===== src/rtl/fp_sub_and_compare.sv =====
// Digit-serial multi-precision subtractor r = a + ~b + carry_in, LSB digit first,
// with a running magnitude compare of the result against COMPARE_CONST.
module fp_sub_and_compare #(
  parameter int unsigned               RADIX         = 32,
  parameter int unsigned               DIGITS        = 14,
  parameter logic [RADIX*DIGITS-1:0]   COMPARE_CONST = '0
) (
  input  logic             clk,
  input  logic             rst,
  input  logic             start,
  input  logic             carry_in,
  input  logic             digit_in_valid,
  input  logic [RADIX-1:0] digit_a,
  input  logic [RADIX-1:0] digit_b,
  output logic             digit_out_valid,
  output logic [RADIX-1:0] digit_res,
  output logic             a_minus_b_bigger_than_const,
  output logic             done,
  output logic             carry_out
);

  localparam int unsigned CNT_W = $clog2(DIGITS + 1);

  typedef enum logic {IDLE, BUSY} state_t;

  state_t             state_q, state_d;
  logic [CNT_W-1:0]   cnt_q, cnt_d;
  logic               carry_q, carry_d;
  logic               gt_q, gt_d;
  logic [RADIX-1:0]   res_q, res_d;
  logic               dov_q, dov_d;
  logic               done_q, done_d;
  logic               cout_q, cout_d;
  logic               flag_q, flag_d;

  logic [RADIX:0]     sum;
  logic [RADIX-1:0]   cdig;
  logic               gt_next;

  function automatic logic [RADIX-1:0] const_digit(input logic [CNT_W-1:0] k);
    logic [RADIX*DIGITS-1:0] sh;
    sh = COMPARE_CONST >> (32'(k) * RADIX);
    return sh[RADIX-1:0];
  endfunction

  always_comb begin
    sum     = {1'b0, digit_a} + {1'b0, ~digit_b} + {{RADIX{1'b0}}, carry_q};
    cdig    = const_digit(cnt_q);
    // Later (more significant) digits override the verdict of earlier ones.
    gt_next = gt_q;
    if (sum[RADIX-1:0] > cdig)      gt_next = 1'b1;
    else if (sum[RADIX-1:0] < cdig) gt_next = 1'b0;

    state_d = state_q;
    cnt_d   = cnt_q;
    carry_d = carry_q;
    gt_d    = gt_q;
    res_d   = res_q;
    dov_d   = 1'b0;
    done_d  = 1'b0;
    cout_d  = cout_q;
    flag_d  = flag_q;

    if (start) begin
      state_d = BUSY;
      cnt_d   = '0;
      carry_d = carry_in;
      gt_d    = 1'b0;
      cout_d  = 1'b0;
      flag_d  = 1'b0;
    end else if (state_q == BUSY && digit_in_valid) begin
      res_d   = sum[RADIX-1:0];
      carry_d = sum[RADIX];
      gt_d    = gt_next;
      dov_d   = 1'b1;
      cnt_d   = cnt_q + 1'b1;
      if (cnt_q == CNT_W'(DIGITS - 1)) begin
        state_d = IDLE;
        cnt_d   = '0;
        done_d  = 1'b1;
        cout_d  = sum[RADIX];
        flag_d  = sum[RADIX] & gt_next;
      end
    end
  end

  always_ff @(posedge clk) begin
    if (rst) begin
      state_q <= IDLE;
      cnt_q   <= '0;
      carry_q <= 1'b0;
      gt_q    <= 1'b0;
      res_q   <= '0;
      dov_q   <= 1'b0;
      done_q  <= 1'b0;
      cout_q  <= 1'b0;
      flag_q  <= 1'b0;
    end else begin
      state_q <= state_d;
      cnt_q   <= cnt_d;
      carry_q <= carry_d;
      gt_q    <= gt_d;
      res_q   <= res_d;
      dov_q   <= dov_d;
      done_q  <= done_d;
      cout_q  <= cout_d;
      flag_q  <= flag_d;
    end
  end

  assign digit_out_valid             = dov_q;
  assign digit_res                   = res_q;
  assign done                        = done_q;
  assign carry_out                   = cout_q;
  assign a_minus_b_bigger_than_const = flag_q;

endmodule


===== config.mk =====
export PLATFORM = sky130hd
export DESIGN_NAME = fp_sub_and_compare
export DESIGN_NICKNAME = d
export VERILOG_FILES = /design/src/rtl/fp_sub_and_compare.sv
export SDC_FILE = /design/constraint.sdc
export NUM_CORES = 1
export LEC_CHECK = 0
export CAP_MARGIN = 20
export CORE_ASPECT_RATIO = 1.25
export CORE_MARGIN = 4
export CORE_UTILIZATION = 53
export CTS_BUF_LIST = sky130_fd_sc_hd__clkbuf_8
export DETAILED_ROUTE_END_ITERATION = 6
export HOLD_SLACK_MARGIN = 0.02
export PLACE_DENSITY = 0.93
export SETUP_SLACK_MARGIN = 0.5
export SLEW_MARGIN = 15
export SYNTH_ARGS = -nofsm -noshare
export SYNTH_HDL_FRONTEND = slang
export SYNTH_SLANG_ARGS = --single-unit

===== constraint.sdc =====
create_clock -name clk -period 6.3 [get_ports clk]
set_clock_uncertainty 0.05 [all_clocks]
set_input_delay 1.26 -clock clk [delete_from_list [all_inputs] [get_ports clk]]
set_output_delay 1.26 -clock clk [all_outputs]
set_load 0.03 [all_outputs]

==> results by group <==
Yosys
  – Register bit total from synthesis: 43
  – Most frequent cells after synthesis: nand2_1 (76), a21oi_1 (65), dfxtp_1 (43), nor2_1 (42), inv_1 (37)
  – Post-Syn Area: 3430 um^2
  – Warnings from Yosys: 0
  – Average instance area after synthesis: between 7 and 8 um^2
  – Biggest area consumer among synthesized cells: dfxtp_1
  – Cells taking the most area after synthesis: dfxtp_1 (25%), ha_1 (11%), a21oi_1 (9.5%), nand2_1 (8.3%), nor2_1 (4.6%)
  – Cell variety after synth: 58
  – Top-count cell post-synth: nand2_1
  – Most used DFF post-synth: dfxtp_1
  – Register area share after synthesis: 25.1%
  – Syn nets: 580
  – Portion of synthesized cell area occupied by the leading cell type: between 20% and 30%
  – Number of enable-type register cells in the synthesized netlist: 0
  – Share of flip-flops with an asynchronous set or reset: 0%
  – Number of cells produced by synthesis: 478

Layout
  – Layout Area Growth over Synthesis: 34.6%
  – Share of layout cells above drive strength 1: 2.96%
  – Max reg flops: 32
  – Count of non-filler cells in the finished layout: about 660
  – Final-stage net count: 675
  – Core occupancy in the finished layout: 73.9%
  – Number of diodes added for antenna fixing: 0
  – Total of fill cells in the finished design: 478

Critical path
  – Worst path max stage delay: roughly 550 ps
  – Required time worst endpoint: 6460 ps
  – Type of element launching the critical path: input port
  – Critical path's top delay family: compound AO/OA/AOI/OAI gates
  – Most frequent cell on the critical path: fa_1
  – Setup crit start: digit_b[0]
  – Max stage delay cell, worst path: or4_1
  – Origin of the critical flop-to-flop path: carry_q
  – Type of destination of the critical path: flop
  – Maximum net fanout on the critical path: 5
  – Sum of buffers and inverters on the critical path: 2
  – Worst setup path category: input port to flop
  – Data arrival time of the critical path: 5320 ps
  – CP Cell Sequence: clkdlybuf4s50_1, inv_1, fa_1, fa_1, a21o_1, a221oi_2, o21bai_1, a21oi_1, xnor2_1, a2111oi_0, and4b_1, nand4_1, or4_1, a32o_1

Clock tree
  – Number of buffers inserted by post-CTS setup repair: 0
  – Post-cts resize count: 0
  – Clock transition at path regs: 90 ps
  – Hold-fix buffers at CTS: 0
  – Clock Root Buffer: clkbuf_8
  – Clock Path Buffers: 2
  – Worst-Skew Late Latency: around 300 ps
  – CTS H-tree depth: 2
  – TritonCTS clock tree: yes
  – Number of CTS-inserted buffers: 5
  – Total clock sinks: 43

Global route
  – Global-route usage over all layers: 26.6%
  – First-pass GRT wire length: 16800 um
  – Maximum number of pins on one net before global-route repair: 37
  – Vias in the first global route: about 3700
  – Initial antenna violation count: 0
  – Total congestion overflow after global routing: 0

Detailed routing
  – Via/cell ratio: 5.80
  – Number of optimization iterations in the first detailed-route pass: 5
  – DRC violation count after routing: 0
  – Remaining antenna violation count: 0
  – Routed wire length: roughly 11000 um
  – Mean routed wirelength per cell: 16.2 um
  – Vias: 3821
  – Initial DRC count: 273

Floorplan
  – Starting density of the core: 54.9%
  – Top-Level Pins: 105
  – Full die area: 7830 um^2
  – Core area: 6250 um^2
  – Overall die height: 98.0 um
  – Cell Rows: 32
  – Die span in x: 80.0 um

Power
  – Power density cells: approximately 170 nW/um^2
  – Power after layout: about 0.0008 W
  – VDD IR max: 0.114 mV
  – P_leak: ~1.9 nW

Timing
  – Setup repair after global routing missed its margin: false
  – Final period util: 81.9%
  – Final Hold Fails: 0
  – Final count of negative-setup-slack endpoints: 0
  – Final setup TNS: 0 ps
  – Max-slew violation count: 0
  – Fmax achieved: 194 MHz
  – Slew of the pin with the lowest slew margin: 632 ps
  – Worst-case headroom to the max-slew limit: 57.9%
  – Min Clock Period, post-route: ~5200 ps

Placement
  – Cell count after placement: between 600 and 700
  – Routability congestion estimate: between 0.9 and 1
  – IO Port Bufs: 104
  – DP HPWL: just under 9000 um

Hold path
  – Min-Delay Path Class: flop to flop
  – Worst min-delay path startpoint: digit_res[0]

Flow run
  – Count of max-cap constraint violations: 0

Run status
  – Run status: finished, final reports clean
==> worst paths after layout <==
kind | to | slack [ps] | depth (start not counted)
setup / recovery | a_minus_b_bigger_than_const | 1140 | 14
hold reg to reg | digit_res[0] | 410 | 2
hold / removal | digit_res[0] | 410 | 2
setup reg to reg | a_minus_b_bigger_than_const | 2270 | 12
==> routing by layer <==
| layer | part of all wire, % | vias to the layer above | GRT usage (%) | routed length [um] |
|---|---|---|---|---|
| met4 | 3.9 | 0 | 12.1 | 420 |
| met3 | 5.7 | 42 | 3.23 | 615 |
| met5 | 0 | - | 0 | 0 |
| li1 | - | 1871 | - | - |
| met2 | 51 | 159 | 48.2 | 5460 |
| met1 | 39 | 1749 | 30.4 | 4210 |
==> final cells by class <==
cell class | count | area (um^2) | area share [%]
timing repair buffer | 106 | 1060 | 22.9
tap | 85 | 106 | 2.30
clock inverter | 3 | 23.8 | 0.515
sequential | 43 | 861 | 18.6
inverter | 37 | 139 | 3.01
multi-input combinational | 380 | 2360 | 51.2
clock buffer | 5 | 68.8 | 1.49
==> tightest hold or removal path, delay by kind of cell (launching register included) <==
| family | cells | cell delay, ps |
|---|---|---|
| and+or+nand+nor | 1 | 50 |
| DFF | 1 | 320 |
| AOI/OAI and AO/OA | 1 | 50 |
==> through the flow <==
step / setup WS [ps] / hold WS [ps] / instance area (um^2)
5_1_grt: 914 / 436 / 4620
2_1_floorplan: 1640 / 434 / 3430
3_3_place_gp: 933 / 391 / 4530
4_1_cts: 1160 / 414 / 4620
6_report: 1140 / 412 / 4620
3_5_place_dp: 858 / 402 / 4530
==> cell families (layout without fill, tap and decap cells) <==
group / count (synthesis) / count (layout) / synth area share [%]
buffers and inverters: 55 / 151 / 6.02
XOR/XNOR: 27 / 27 / 6.89
adder cells (fa/ha/maj): 33 / 33 / 12.5
AO/OA/AOI/OAI: 138 / 138 / 24.6
AND/OR/NAND/NOR: 180 / 180 / 24.3
multiplexers: 2 / 2 / 0.584
flip-flops: 43 / 43 / 25.1
==> power breakdown <==
group	internal [W]	leakage [nW]	total [W]	switching, W
clock network	0.0000793	0.0408	0.000182	0.000102
logic	0.000138	1.47	0.000319	0.000181
registers	0.000281	0.349	0.000288	0.00000675
==> layout by cell type (no fill, tap or decap), drive strengths merged, types with 5 or more instances in the layout <==
| master | synthesis | routed |
|---|---|---|
| a211oi | 11 | 11 |
| a21o | 6 | 6 |
| a21oi | 66 | 66 |
| and2 | 5 | 5 |
| and3 | 5 | 5 |
| clkbuf | 17 | 5 |
| clkdlybuf4s50 | 0 | 104 |
| dfxtp | 43 | 43 |
| ha | 31 | 31 |
| inv | 37 | 38 |
| nand2 | 76 | 76 |
| nand3 | 13 | 13 |
| nand4 | 7 | 7 |
| nor2 | 42 | 42 |
| nor3 | 6 | 6 |
| o21ai | 23 | 23 |
| or2 | 5 | 5 |
| xnor2 | 13 | 13 |
| xor2 | 14 | 14 |
(Power assumes the default switching activity.)
